**src/rtl/easyaxi_rd_arbiter.sv**
```systemverilog
// N-master to 1-slave AXI read interconnect: round-robin AR arbitration with the
// master index prepended to ARID, R beats routed back by that index, per-master outstanding limit.
module easyaxi_rd_arbiter #(
    parameter int NUM_MST  = 4,
    parameter int MAX_OUTS = 4,
    parameter int ID_W     = 4,
    parameter int ADDR_W   = 32,
    parameter int DATA_W   = 32,
    parameter int USER_W   = 1,
    parameter int IDX_W    = $clog2(NUM_MST)
) (
    input  logic                      clk,
    input  logic                      rst_n,

    input  logic [NUM_MST-1:0]        mst_arvalid,
    output logic [NUM_MST-1:0]        mst_arready,
    input  logic [NUM_MST*ID_W-1:0]   mst_arid,
    input  logic [NUM_MST*ADDR_W-1:0] mst_araddr,
    input  logic [NUM_MST*8-1:0]      mst_arlen,
    input  logic [NUM_MST*3-1:0]      mst_arsize,
    input  logic [NUM_MST*2-1:0]      mst_arburst,
    input  logic [NUM_MST*USER_W-1:0] mst_aruser,

    output logic [NUM_MST-1:0]        mst_rvalid,
    input  logic [NUM_MST-1:0]        mst_rready,
    output logic [ID_W-1:0]           mst_rid,
    output logic [DATA_W-1:0]         mst_rdata,
    output logic [1:0]                mst_rresp,
    output logic                      mst_rlast,
    output logic [USER_W-1:0]         mst_ruser,

    output logic                      slv_arvalid,
    input  logic                      slv_arready,
    output logic [ID_W+IDX_W-1:0]     slv_arid,
    output logic [ADDR_W-1:0]         slv_araddr,
    output logic [7:0]                slv_arlen,
    output logic [2:0]                slv_arsize,
    output logic [1:0]                slv_arburst,
    output logic [USER_W-1:0]         slv_aruser,

    input  logic                      slv_rvalid,
    output logic                      slv_rready,
    input  logic [ID_W+IDX_W-1:0]     slv_rid,
    input  logic [DATA_W-1:0]         slv_rdata,
    input  logic [1:0]                slv_rresp,
    input  logic                      slv_rlast,
    input  logic [USER_W-1:0]         slv_ruser,

    output logic                      err_decode
);

    localparam int CNT_W = $clog2(MAX_OUTS + 1);

    typedef enum logic {
        IDLE = 1'b0,
        BUSY = 1'b1
    } state_t;

    state_t           r_state;
    state_t           w_state_nxt;
    logic [IDX_W-1:0] r_grant;
    logic [IDX_W-1:0] w_grant_nxt;
    logic [IDX_W-1:0] r_rr_ptr;
    logic [IDX_W-1:0] w_pick;
    logic             w_found;
    logic [CNT_W-1:0] r_out_cnt [NUM_MST];
    logic             r_err_decode;

    logic [NUM_MST-1:0] w_elig;
    logic [NUM_MST-1:0] w_ar_inc;
    logic [NUM_MST-1:0] w_r_dec;
    logic               w_ar_hs;
    logic               w_gvalid;
    logic [ID_W-1:0]    w_gid;
    logic [IDX_W-1:0]   w_ridx;
    logic               w_ridx_ok;
    logic               w_rsel_ready;
    logic               w_r_hs;

    always_comb begin
        for (int i = 0; i < NUM_MST; i++) begin
            w_elig[i] = mst_arvalid[i] && (r_out_cnt[i] < CNT_W'(MAX_OUTS));
        end
    end

    // Rotating priority: first pass covers rr_ptr..NUM_MST-1, second pass wraps to 0..rr_ptr-1.
    always_comb begin
        w_found = 1'b0;
        w_pick  = '0;
        for (int i = 0; i < NUM_MST; i++) begin
            if (!w_found && w_elig[i] && (i >= int'(r_rr_ptr))) begin
                w_found = 1'b1;
                w_pick  = IDX_W'(i);
            end
        end
        for (int i = 0; i < NUM_MST; i++) begin
            if (!w_found && w_elig[i]) begin
                w_found = 1'b1;
                w_pick  = IDX_W'(i);
            end
        end
    end

    always_comb begin
        w_gvalid    = 1'b0;
        w_gid       = '0;
        slv_araddr  = '0;
        slv_arlen   = '0;
        slv_arsize  = '0;
        slv_arburst = '0;
        slv_aruser  = '0;
        for (int i = 0; i < NUM_MST; i++) begin
            if (r_grant == IDX_W'(i)) begin
                w_gvalid    = mst_arvalid[i];
                w_gid       = mst_arid[i*ID_W +: ID_W];
                slv_araddr  = mst_araddr[i*ADDR_W +: ADDR_W];
                slv_arlen   = mst_arlen[i*8 +: 8];
                slv_arsize  = mst_arsize[i*3 +: 3];
                slv_arburst = mst_arburst[i*2 +: 2];
                slv_aruser  = mst_aruser[i*USER_W +: USER_W];
            end
        end
    end

    assign slv_arid = {r_grant, w_gid};

    always_comb begin
        w_state_nxt = r_state;
        w_grant_nxt = r_grant;
        slv_arvalid = 1'b0;
        mst_arready = '0;
        w_ar_hs     = 1'b0;
        case (r_state)
            IDLE: begin
                if (w_found) begin
                    w_grant_nxt = w_pick;
                    w_state_nxt = BUSY;
                end
            end
            BUSY: begin
                slv_arvalid = w_gvalid;
                for (int i = 0; i < NUM_MST; i++) begin
                    if (r_grant == IDX_W'(i)) begin
                        mst_arready[i] = slv_arready;
                    end
                end
                w_ar_hs = w_gvalid && slv_arready;
                if (w_ar_hs) begin
                    w_state_nxt = IDLE;
                end
            end
            default: w_state_nxt = IDLE;
        endcase
    end

    // R path is purely combinational and independent of the AR state machine.
    assign w_ridx    = slv_rid[ID_W+IDX_W-1:ID_W];
    assign w_ridx_ok = int'(w_ridx) < NUM_MST;

    always_comb begin
        mst_rvalid   = '0;
        w_rsel_ready = 1'b0;
        for (int i = 0; i < NUM_MST; i++) begin
            if (w_ridx == IDX_W'(i)) begin
                mst_rvalid[i] = slv_rvalid;
                w_rsel_ready  = mst_rready[i];
            end
        end
    end

    assign slv_rready = w_ridx_ok ? w_rsel_ready : 1'b1;
    assign w_r_hs     = slv_rvalid && slv_rready;
    assign mst_rid    = slv_rid[ID_W-1:0];
    assign mst_rdata  = slv_rdata;
    assign mst_rresp  = slv_rresp;
    assign mst_rlast  = slv_rlast;
    assign mst_ruser  = slv_ruser;
    assign err_decode = r_err_decode;

    always_comb begin
        for (int i = 0; i < NUM_MST; i++) begin
            w_ar_inc[i] = w_ar_hs && (r_grant == IDX_W'(i));
            w_r_dec[i]  = w_r_hs && slv_rlast && w_ridx_ok && (w_ridx == IDX_W'(i));
        end
    end

    always_ff @(posedge clk) begin
        if (!rst_n) begin
            r_state      <= IDLE;
            r_grant      <= '0;
            r_rr_ptr     <= '0;
            r_err_decode <= 1'b0;
            for (int i = 0; i < NUM_MST; i++) begin
                r_out_cnt[i] <= '0;
            end
        end else begin
            r_state <= w_state_nxt;
            r_grant <= w_grant_nxt;
            if (w_ar_hs) begin
                r_rr_ptr <= (r_grant == IDX_W'(NUM_MST - 1)) ? '0 : r_grant + 1'b1;
            end
            if (w_r_hs && !w_ridx_ok) begin
                r_err_decode <= 1'b1;
            end
            // Simultaneous issue and completion leave the count unchanged; no wrap below zero.
            for (int i = 0; i < NUM_MST; i++) begin
                if (w_ar_inc[i] && !w_r_dec[i]) begin
                    r_out_cnt[i] <= r_out_cnt[i] + 1'b1;
                end else if (!w_ar_inc[i] && w_r_dec[i] && (r_out_cnt[i] != '0)) begin
                    r_out_cnt[i] <= r_out_cnt[i] - 1'b1;
                end
            end
        end
    end

endmodule
```
**config.mk**
```make
export PLATFORM = sky130hd
export DESIGN_NAME = easyaxi_rd_arbiter
export DESIGN_NICKNAME = d
export VERILOG_FILES = /design/src/rtl/easyaxi_rd_arbiter.sv
export SDC_FILE = /design/constraint.sdc
export NUM_CORES = 1
export LEC_CHECK = 0
export CAP_MARGIN = 10
export CORE_AREA = 2 2 137 139
export CTS_BUF_LIST = sky130_fd_sc_hd__clkbuf_4
export DETAILED_ROUTE_END_ITERATION = 8
export DIE_AREA = 0 0 139 141
export GPL_ROUTABILITY_DRIVEN = 0
export GPL_TIMING_DRIVEN = 0
export PLACE_DENSITY_LB_ADDON = 0.25
export SYNTH_ARGS = -nofsm -noshare
export SYNTH_HDL_FRONTEND = slang
export SYNTH_SLANG_ARGS = --single-unit
```
**constraint.sdc**
```tcl
create_clock -name clk -period 2.8 [get_ports clk]
set_input_delay 0.56 -clock clk [delete_from_list [all_inputs] [get_ports clk]]
set_output_delay 0.56 -clock clk [all_outputs]
set_load 0.01 [all_outputs]
```
==> impl_metrics.toml <==
[outcome]
outcome = "completed"

[sta]
period_share_pct = 97.5
hold_ws_ns = 0.520
max_slew_margin_pct = 61.5
max_freq_mhz = 366
worstMarginPinSlew_ns = 0.578
fin_skew_ns = 0.00528
setup_violations = 0
layout_min_cycle_time_ns = 2.73
slew_viol_final = 0
hold_violations = 0
rsz0062_at_grt = "no"

[power]
share_seq_of_total_power_pct = 14.8
pwr-share-comb_pct = 77.8
switchingPower_mw = 0.876
clock_power_share_pct = 7.3
ir_drop_uv = 185
power_density_mw_per_mm2 = 302
leakage_nw = 2.72
p_int_mw = 1.17
swShare_pct = 42.7

[global_routing]
grt_max_degree = 11
grt_pass1_wl_um = 28000
grtUsageTotal_pct = 18.1
antenna_found_initial = 0
grt_pass1_vias = 4680
grt_overflow = 0

[detailed_routing]
vias = 4957
viasPerCell = 4.54
wl_per_cell_um = 17.6
drtIter0Drc = 269
drc = 0
first_pass_iters = 5
postRouteWirelength_um = 19200
ant_nets = 0

[synthesis]
ys_types = 48
synth-seq-cells = 17
synth_area_mm2 = 0.00322
avgSynthCellArea_um2 = 6.00
ys.flop_type = "edfxtp_1"
ys_seq_area_share_pct = 14.3
synth_nets = 800
yosysWarnings = 0
synth_cells = 536
synth_edf_count = 12
async_flop_share_pct = 0

[finish]
stdcell_count = 1093
syn_to_final_growth_pct = 111
regArea_um2 = 465
drive_above_1_share_pct = 17.8
final_nets = 1124
fill_cells = 2020
multiInputGateArea_mm2 = 0.00228
antennaDiodeCount = 0

[clock_tree]
ctsHtreeMaxLevel = 1
cts_buffers = 3
cts.root.buffer_cell = "clkbuf_4"
clk_latency_ns = 0.30
clkSinkCount = 17
path_clk_slew_ns = 0.11
clockBufferDepth = 2
cts_tree = "done"

[die]
die_area_mm2 = 0.0196
die_width_um = 139
die_h_um = 141
core_area_mm2 = 0.0183
num_rows = 50
ios = 357
initial_core_util_pct = 17.6

[run]
max_cap_viol_count = 0

[setup_path]
worstPathArrival_ns = 2.17
start_kind = "flop"
path_max_fanout = 10
critPathCaptureType = "primary output"
critPathRequiredTime_ns = 2.24
worstSetupPathType = "flop to primary output"

[placed_design]
hpwlAfterDp_um = 15700
io_buffers = 314
dp.cells = 1084

[min_path]
hold_class = "flop to flop"
## final cells by class
type,count,share of cell area [%]
clock buffers,4,0.443
inverters,16,0.996
flip-flops and latches,17,6.86
repair buffers,320,44.1
multi-input cells,419,33.6
well taps,234,4.32
plain buffers,83,9.65
## worst paths after layout
check	from	to	slack, ns	cells past startpoint
max	r_grant[1]$_SDFFE_PN0P_	slv_arid[2]	0.07	9
min	r_rr_ptr[0]$_SDFFE_PN0N_	r_rr_ptr[0]$_SDFFE_PN0N_	0.52	2
max reg2reg	r_grant[1]$_SDFFE_PN0P_	r_out_cnt[0][2]$_SDFFCE_PN0P_	0.25	10
min reg2reg	r_rr_ptr[0]$_SDFFE_PN0N_	r_rr_ptr[0]$_SDFFE_PN0N_	0.52	2
## through the flow
stage / setup TNS (ns) / utilization [%] / total power, mW / area (um2) / worst slack, ns
after floorplan: 0 / - / 0.995 / 3220 / 0.394
after global placement: -26.57 / 36.4 / 1.94 / 6650 / -0.716
after detailed placement: -27.98 / 36.4 / 1.94 / 6650 / -0.737
after CTS: 0 / 37.6 / 2.07 / 6860 / 0.000329
after global routing: 0 / 37.1 / 2.20 / 6780 / 0.00175
final: 0 / 37.1 / 2.05 / 6780 / 0.0706
## repair_timing
action	4_1_cts	5_1_grt
setup endpoints to repair	53	49
endpoints found under the hold margin	0	0
hold buffers	0	0
pin swaps	0	1
cloned	0	0
gates resized for setup	137	117
setup buffers	4	2
## power groups by stage
stage          Sequential [mW]  Clock, mW  Combinational (mW)
3_3_place_gp             0.310          0                1.63
3_5_place_dp             0.311          0                1.63
6_report                 0.304      0.150                1.59
4_1_cts                  0.306      0.152                1.61
2_1_floorplan            0.306          0               0.688
5_1_grt                  0.308      0.160                1.73
## cell families (layout without fill, tap and decap cells)
group	after synthesis	count (layout)	share of synthesized area (%)
simple gates	221	221	31.9
compound gates	179	179	29.9
buf+inv	100	423	16.8
flops	17	17	14.3
fa+ha+maj	10	10	4.59
mux	5	5	1.60
xor+xnor	3	3	0.817
other cells	1	1	0.117
## Yosys cell counts, drive strengths merged (5+ instances only)
| master | n | share of area, % |
|---|---|---|
| dfxtp | 5 | 3.1 |
| nand2 | 108 | 13 |
| nand2b | 5 | 0.97 |
| and2 | 5 | 0.97 |
| nand4 | 6 | 1.2 |
| nand3 | 52 | 8.1 |
| a22oi | 6 | 1.4 |
| edfxtp | 12 | 11 |
| nor2b | 8 | 1.6 |
| a21oi | 101 | 16 |
| nor2 | 21 | 2.6 |
| clkbuf | 31 | 3.6 |
| buf | 53 | 11 |
| o21ai | 54 | 8.4 |
| inv | 16 | 1.9 |
| and3 | 5 | 0.97 |
| ha | 7 | 2.7 |
## state kept, by name, summed over array words and instances (netlist names)
signal and flops:
r_rr_ptr 2, r_grant 2, r_state 1, r_out_cnt 12
## worst max-delay path, cell delays in order (launching register included)
cell and delay (ns):
dfxtp_2 0.34, inv_1 0.08, ha_1 0.22, buf_12 0.16, inv_8 0.12, nand3_1 0.17
a21oi_2 0.24, a21oi_1 0.06, o21ai_0 0.16, dlygate4sd2_1 0.30
## placed cells by master (no fill, tap or decap), types with 3 or more instances in the layout
master             n
clkdlybuf4s50_1  262
nand2_1          107
a21oi_1           94
nand3_1           52
buf_4             51
clkbuf_2          47
o21ai_0           46
nor2_1            19
inv_1             15
clkbuf_4          13
edfxtp_1          12
dlygate4sd2_1     11
clkbuf_8           7
o21ai_1            7
nand4_1            6
a21oi_2            6
nor2b_1            6
a22oi_1            6
ha_1               6
buf_2              5
and3_1             5
nand2b_1           5
and2_1             5
or3_1              4
clkbuf_1           4
mux2i_1            4
a31oi_1            3
xnor2_1            3
fa_1               3
dfxtp_1            3
## routing by layer
layer	part of all wire, %	vias up	GRT usage, %
met3	5.1	18	2.07
met1	44	2276	24.4
met5	0	-	0
met2	50	196	31.9
li1	-	2467	-
met4	1.4	0	2.60
Note: power is estimated with default switching activity, not from simulation.
